<file path="src/rtl/lfsr_scrambler_pkg.sv">
`default_nettype none
// ============================================================================
//  Module      : lfsr_scrambler_pkg
//  Description : Shared register map, CTRL bit positions, FSM encoding and
//                default feedback mask for the LFSR scrambler generator.
//  Revision    : 1.0 - initial release
// ============================================================================
package lfsr_scrambler_pkg;

    // Register offsets relative to BASE_ADDR
    localparam logic [11:0] c_OFF_SEED   = 12'h000;
    localparam logic [11:0] c_OFF_CTRL   = 12'h010;
    localparam logic [11:0] c_OFF_PERIOD = 12'h011;
    localparam logic [11:0] c_OFF_STATUS = 12'h012;
    localparam logic [11:0] c_OFF_LIVE   = 12'h020;

    // CTRL bit positions
    localparam int c_CTRL_COMMIT = 0;
    localparam int c_CTRL_AUTO   = 1;
    localparam int c_CTRL_CLRZ   = 2;

    // FSM encoding
    localparam logic [0:0] c_ST_IDLE = 1'b0;
    localparam logic [0:0] c_ST_RUN  = 1'b1;

    // Default Galois feedback mask: bits 0, 43, 89, 110
    localparam logic [255:0] c_DEFAULT_TAPS =
        (256'd1 << 110) | (256'd1 << 89) | (256'd1 << 43) | 256'd1;

endpackage : lfsr_scrambler_pkg
`default_nettype wire

</file>
<file path="src/rtl/lfsr_step_unroll.sv">
`default_nettype none
// ============================================================================
//  Module      : lfsr_step_unroll
//  Description : Purely combinational NUM_OF_STEPS-deep chain of Galois LFSR
//                steps (shift left, fold the dropped MSB back through TAPS).
//  Revision    : 1.0 - initial release
// ============================================================================
module lfsr_step_unroll
    import lfsr_scrambler_pkg::*;
#(
    parameter int                    POLY_WIDTH   = 147,
    parameter logic [POLY_WIDTH-1:0] TAPS         = POLY_WIDTH'(c_DEFAULT_TAPS),
    parameter int                    NUM_OF_STEPS = 12
) (
    input  logic [POLY_WIDTH-1:0] i_state,
    output logic [POLY_WIDTH-1:0] o_state
);

    logic [POLY_WIDTH-1:0] w_chain [0:NUM_OF_STEPS];

    assign w_chain[0] = i_state;

    for (genvar gi = 0; gi < NUM_OF_STEPS; gi++) begin : g_step
        assign w_chain[gi+1] = {w_chain[gi][POLY_WIDTH-2:0], 1'b0}
                             ^ (w_chain[gi][POLY_WIDTH-1] ? TAPS : '0);
    end

    assign o_state = w_chain[NUM_OF_STEPS];

endmodule : lfsr_step_unroll
`default_nettype wire

</file>
<file path="src/rtl/lfsr_scrambler_gen.sv">
`default_nettype none
// ============================================================================
//  Module      : lfsr_scrambler_gen
//  Description : Register-programmable wide Galois LFSR scrambler generator
//                with shadow seed, commit, periodic auto-reseed and
//                all-zero-state detection.
//  Revision    : 1.0 - initial release
// ============================================================================
module lfsr_scrambler_gen
    import lfsr_scrambler_pkg::*;
#(
    parameter int                    POLY_WIDTH   = 147,
    parameter logic [POLY_WIDTH-1:0] TAPS         = POLY_WIDTH'(c_DEFAULT_TAPS),
    parameter int                    NUM_OF_STEPS = 12,
    parameter logic [11:0]           BASE_ADDR    = 12'h0F0
) (
    input  logic                  clk,
    input  logic                  rst,
    input  logic                  enable,
    input  logic                  write,
    input  logic                  read,
    input  logic [11:0]           addr,
    input  logic [31:0]           wdata,
    output logic [31:0]           rdata,
    output logic                  rdata_valid,
    output logic [POLY_WIDTH-1:0] dout,
    output logic                  dout_valid,
    output logic                  zero_err,
    output logic                  reseed_pulse
);

    localparam int c_NW   = (POLY_WIDTH + 31) / 32;
    localparam int c_PADW = c_NW * 32;

    logic [0:0]            r_state;
    logic [POLY_WIDTH-1:0] r_live;
    logic [POLY_WIDTH-1:0] r_shadow;
    logic                  r_auto;
    logic [15:0]           r_period;
    logic [15:0]           r_count;
    logic                  r_zero_err;
    logic                  r_dout_valid;
    logic                  r_reseed_pulse;
    logic [31:0]           r_rdata;
    logic                  r_rdata_valid;

    logic [11:0]           w_off;
    logic                  w_run;
    logic                  w_ctrl_wr;
    logic                  w_commit;
    logic                  w_clr_zero;
    logic                  w_adv;
    logic                  w_reseed;
    logic                  w_wr_seed;
    logic [POLY_WIDTH-1:0] w_stepped;
    logic [c_PADW-1:0]     w_shadow_pad;
    logic [c_PADW-1:0]     w_live_pad;
    logic [c_PADW-1:0]     w_shadow_wr;
    logic [31:0]           w_rdata_next;

    // Offset is taken modulo the 12-bit address space so the window may wrap.
    assign w_off        = addr - BASE_ADDR;
    assign w_run        = (r_state == c_ST_RUN);
    assign w_ctrl_wr    = write && (w_off == c_OFF_CTRL);
    assign w_commit     = w_ctrl_wr && wdata[c_CTRL_COMMIT];
    assign w_clr_zero   = w_ctrl_wr && wdata[c_CTRL_CLRZ];
    // Commit outranks a same-cycle enable: the freshly loaded seed is not stepped.
    assign w_adv        = w_run && enable && !w_commit;
    assign w_reseed     = w_adv && r_auto && (r_period != 16'd0)
                        && (r_count == r_period - 16'd1);
    assign w_wr_seed    = write && (w_off < 12'(c_NW));
    assign w_shadow_pad = c_PADW'(r_shadow);
    assign w_live_pad   = c_PADW'(r_live);

    lfsr_step_unroll #(
        .POLY_WIDTH   (POLY_WIDTH),
        .TAPS         (TAPS),
        .NUM_OF_STEPS (NUM_OF_STEPS)
    ) u_step (
        .i_state (r_live),
        .o_state (w_stepped)
    );

    // Merge an incoming seed word into the padded shadow image.
    always_comb begin
        w_shadow_wr = w_shadow_pad;
        for (int k = 0; k < c_NW; k++) begin
            if (w_off == 12'(k)) w_shadow_wr[32*k +: 32] = wdata;
        end
    end

    // Read mux built from pre-write register contents.
    always_comb begin
        w_rdata_next = '0;
        for (int k = 0; k < c_NW; k++) begin
            if (w_off == c_OFF_SEED + 12'(k)) w_rdata_next = w_shadow_pad[32*k +: 32];
            if (w_off == c_OFF_LIVE + 12'(k)) w_rdata_next = w_live_pad[32*k +: 32];
        end
        if (w_off == c_OFF_CTRL)   w_rdata_next[c_CTRL_AUTO] = r_auto;
        if (w_off == c_OFF_PERIOD) w_rdata_next = {16'd0, r_period};
        if (w_off == c_OFF_STATUS) w_rdata_next = {r_count, 14'd0, w_run, r_zero_err};
    end

    // FSM: leaves IDLE on the first commit and stays in RUN until reset.
    always_ff @(posedge clk or posedge rst) begin
        if (rst)           r_state <= c_ST_IDLE;
        else if (w_commit) r_state <= c_ST_RUN;
    end

    // Live LFSR state: load from shadow on commit/reseed, otherwise step.
    always_ff @(posedge clk or posedge rst) begin
        if (rst)                        r_live <= '0;
        else if (w_commit || w_reseed)  r_live <= r_shadow;
        else if (w_adv)                 r_live <= w_stepped;
    end

    // Enabled-cycle counter; cleared on load, saturates at all-ones.
    always_ff @(posedge clk or posedge rst) begin
        if (rst)                                     r_count <= '0;
        else if (w_commit || w_reseed)               r_count <= '0;
        else if (w_adv && (r_count != 16'hFFFF))     r_count <= r_count + 16'd1;
    end

    // Programming registers: shadow seed, auto-reseed enable, period.
    always_ff @(posedge clk or posedge rst) begin
        if (rst) begin
            r_shadow <= '0;
            r_auto   <= 1'b0;
            r_period <= '0;
        end else begin
            if (w_wr_seed) r_shadow <= w_shadow_wr[POLY_WIDTH-1:0];
            if (w_ctrl_wr) r_auto   <= wdata[c_CTRL_AUTO];
            if (write && (w_off == c_OFF_PERIOD)) r_period <= wdata[15:0];
        end
    end

    // Status flags; a zero-state detection beats a same-cycle clear.
    always_ff @(posedge clk or posedge rst) begin
        if (rst) begin
            r_zero_err     <= 1'b0;
            r_dout_valid   <= 1'b0;
            r_reseed_pulse <= 1'b0;
        end else begin
            if (w_run && enable && (r_live == '0)) r_zero_err <= 1'b1;
            else if (w_clr_zero)                   r_zero_err <= 1'b0;
            r_dout_valid   <= w_commit || (w_run && enable);
            r_reseed_pulse <= w_reseed;
        end
    end

    // Registered read port with a one-cycle valid strobe.
    always_ff @(posedge clk or posedge rst) begin
        if (rst) begin
            r_rdata       <= '0;
            r_rdata_valid <= 1'b0;
        end else begin
            r_rdata_valid <= read;
            if (read) r_rdata <= w_rdata_next;
        end
    end

    assign dout         = r_live;
    assign dout_valid   = r_dout_valid;
    assign zero_err     = r_zero_err;
    assign reseed_pulse = r_reseed_pulse;
    assign rdata        = r_rdata;
    assign rdata_valid  = r_rdata_valid;

endmodule : lfsr_scrambler_gen
`default_nettype wire
</file>
<file path="config.mk">
export PLATFORM = sky130hd
export DESIGN_NAME = lfsr_scrambler_gen
export DESIGN_NICKNAME = d
export VERILOG_FILES = /design/src/rtl/lfsr_scrambler_pkg.sv /design/src/rtl/lfsr_step_unroll.sv /design/src/rtl/lfsr_scrambler_gen.sv
export SDC_FILE = /design/constraint.sdc
export NUM_CORES = 1
export LEC_CHECK = 0
export ABC_CLOCK_PERIOD_IN_PS = 33400
export CAP_MARGIN = 40
export CELL_PAD_IN_SITES_DETAIL_PLACEMENT = 1
export CELL_PAD_IN_SITES_GLOBAL_PLACEMENT = 1
export CORE_MARGIN = 4
export CORE_UTILIZATION = 38
export CTS_CLUSTER_SIZE = 20
export DETAILED_ROUTE_END_ITERATION = 6
export PLACE_DENSITY_LB_ADDON = 0.1
export REMOVE_ABC_BUFFERS = 1
export SETUP_SLACK_MARGIN = 0.15
export SYNTH_ARGS = -nofsm -noshare
export SYNTH_HDL_FRONTEND = slang
export SYNTH_HIERARCHICAL = 1
export SYNTH_SLANG_ARGS = --single-unit
</file>
<file path="constraint.sdc">
create_clock -name clk -period 33.4 [get_ports clk]
set_input_delay 6.68 -clock clk [delete_from_list [all_inputs] [get_ports clk]]
set_output_delay 6.68 -clock clk [all_outputs]
set_load 0.01 [all_outputs]
</file>
==> results.json <==
{
  "syn2layout_area_growth_pct": 19.8,
  "htreeDepth": 2,
  "antenna_left": 0,
  "ys.flop_type": "dfrtp_1",
  "post_cts_buffers": 0,
  "p_leak_nw": 10.3,
  "use_met3": 0.0488,
  "fin_crit_sh": 0.315,
  "grt_pass1_wl_um": 125000,
  "fillerInstances": 5303,
  "groute.usage.overall": 0.319,
  "min_path_type": "register to register",
  "crit_path_end_kind": "register",
  "drt_iter0_drc": 2061,
  "timing.rr.end": "dout[29]",
  "drtPass1Iterations": 7,
  "clk_latency_ns": 0.58,
  "netlist_instances": 1757,
  "dpl.cell_count": 2465,
  "io_pins": 232,
  "hold_ws_ns": 0.511,
  "fmax_mhz": 95.0,
  "setup_ws_ns": 22.88,
  "die_height_um": 232,
  "crit_fanout": 85,
  "layout_min_cycle_time_ns": 10.52,
  "postCtsHoldBufs": 0,
  "cts.sinks": 364,
  "clock_path_buffers": 3,
  "drt-wirelength-per-cell_um": 34.5,
  "nets": 1900,
  "power_density_nw_per_um2": 43.0,
  "ys_ff_latch": 364,
  "grt_max_degree": 161,
  "core_um2": 49300,
  "finalInstanceArea_um2": 22800,
  "yosysWarnings": 6,
  "worst_hold_path.endpoint": "rdata[1]",
  "dieArea_um2": 53800,
  "rr_worst_depth": 13,
  "fin_skew_ns": 0.0206,
  "rsz0062_at_grt": "false",
  "synth_edf_count": 0,
  "max_cap_viol_count": 0,
  "dp_hpwl_um": 59300,
  "synth_area_um2": 19000,
  "layout-drive-gt1-share": 0.169,
  "tns_ns": 0,
  "async_reset_ff_frac": 1.00,
  "hp-start": "rdata[1]",
  "critPathKind": "primary input to register",
  "gp_congestion": 0.906,
  "port_buffers": 231,
  "finalSetupViolations": 0,
  "drv_slew": 0,
  "path_clk_slew_ns": 0.06,
  "drt-total-wl_um": 87900,
  "cp.arrival_ns": 11.02,
  "holdPathStages": 2,
  "tightest_slew_ns": 1.03,
  "reg2reg_slack_ns": 28.62,
  "finalHoldViolCount": 0,
  "cts_resized": 0,
  "yosysSeqAreaShare": 0.478,
  "cts_tree": "built",
  "fp-row-count": 81,
  "via_per_inst": 6.47,
  "overflow": 0,
  "cts_inserted_buffers": 44,
  "dr_total_vias": 16500,
  "clock-root-buffer": "clkbuf_16",
  "synthDistinctLibCells": 62,
  "gr-usage-met2": 0.501,
  "first_global_vias": 16600,
  "instances_no_fill": 2545,
  "start_util": 0.387,
  "placed_cell_area_um2": 21400,
  "critical_path_required_ns": 33.90,
  "outcome": "finished, final reports clean",
  "die_w_um": 232,
  "busiest_layer": "met2",
  "fin_total_pwr_mw": 0.982,
  "place_ws_ns": 22.39,
  "grt_antenna_before_repair": 6,
  "cp-start-kind": "primary input",
  "r2r_start": "r_period[0]",
  "avgSynthCellArea_um2": 10.8,
  "drc": 0,
  "use_met1": 0.456,
  "relSlewSlack": 0.314,
  "utilization": 0.463,
  "antenna_cells": 0,
  "vdd_ir_drop_max_v": 0.0000312
}
[critical path: stages]
cell             delay [ns]
clkdlybuf4s50_1        0.53
nor4_2                 0.32
buf_4                  0.74
and2_1                 0.37
nand3_1                0.24
o41ai_4                0.10
buf_4                  0.76
buf_4                  0.77
and2_1                 0.24
a221o_1                0.11
[registers in the layout (all words and copies together) (netlist names)]
name,flops
dout,147
r_period,16
rdata_valid,1
r_auto,1
rdata,32
r_state,1
reseed_pulse,1
zero_err,1
dout_valid,1
r_shadow,147
r_count,16
[cell usage after synthesis (28+ instances only)]
library cell	n	area share
dfrtp_1	364	0.48
mux2_2	162	0.096
a221o_1	149	0.078
and2_1	149	0.049
buf_4	112	0.044
clkbuf_1	88	0.017
nor2_1	81	0.016
nand2_1	71	0.014
o21ai_0	67	0.018
o22ai_1	62	0.020
xor2_1	52	0.024
a22oi_1	51	0.020
nor4_1	44	0.014
a21oi_1	39	0.010
nand3_1	32	0.0084
buf_2	28	0.0074
[how the worst max path moves through the flow]
stage	to	from
after floorplan	dout[0]	rst
after global placement	dout[33]	addr[3]
after detailed placement	dout[93]	addr[3]
after CTS	dout[138]	addr[3]
after global routing	dout[141]	addr[3]
final	dout[141]	addr[3]
[layer usage]
layer  vias to the layer above  share of wire
met2                       773           0.46
met5                         -        0.00015
met3                       163          0.070
met1                      8831           0.44
met4                         2          0.035
li1                       6702              -
[cell type report]
cell class              instances  area, µm²  area share
inverters                       6       30.0     0.00132
clock buffers                  59       1230      0.0539
flip-flops and latches        364       9110       0.399
repair buffers                290       2840       0.125
clock inverters                19        205     0.00900
multi-input cells            1143       8560       0.375
well taps                     664        831      0.0364
[logic make-up after synthesis]
logic type | synth area share
xor+xnor | 0.0317
mux | 0.0992
buf+inv | 0.0763
compound gates | 0.187
fa+ha+maj | 0.00131
simple gates | 0.126
flops | 0.478
[power breakdown]
group | internal [mW] | switching [mW] | total, mW
clock | 0.289 | 0.203 | 0.492
sequential | 0.444 | 0.00323 | 0.447
combinational | 0.0146 | 0.0274 | 0.0421
[layout by cell type (no fill, tap or decap), drive strengths merged, types with 15 or more instances in the layout]
master         synthesis  routed
mux2                 166     166
nand2                 71      71
clkdlybuf4s50          0     230
and2                 149     149
nor4                  45      45
buf                  156      57
dfrtp                364     364
xnor2                 17      17
a22oi                 52      52
clkbuf                88      61
a21oi                 39      39
nand3                 33      33
a31oi                 24      24
xor2                  52      52
nand4                 15      15
o21ai                 67      67
o22ai                 62      62
a221o                149     149
nor2                  82      82
Power figures use the tool's default switching activity.
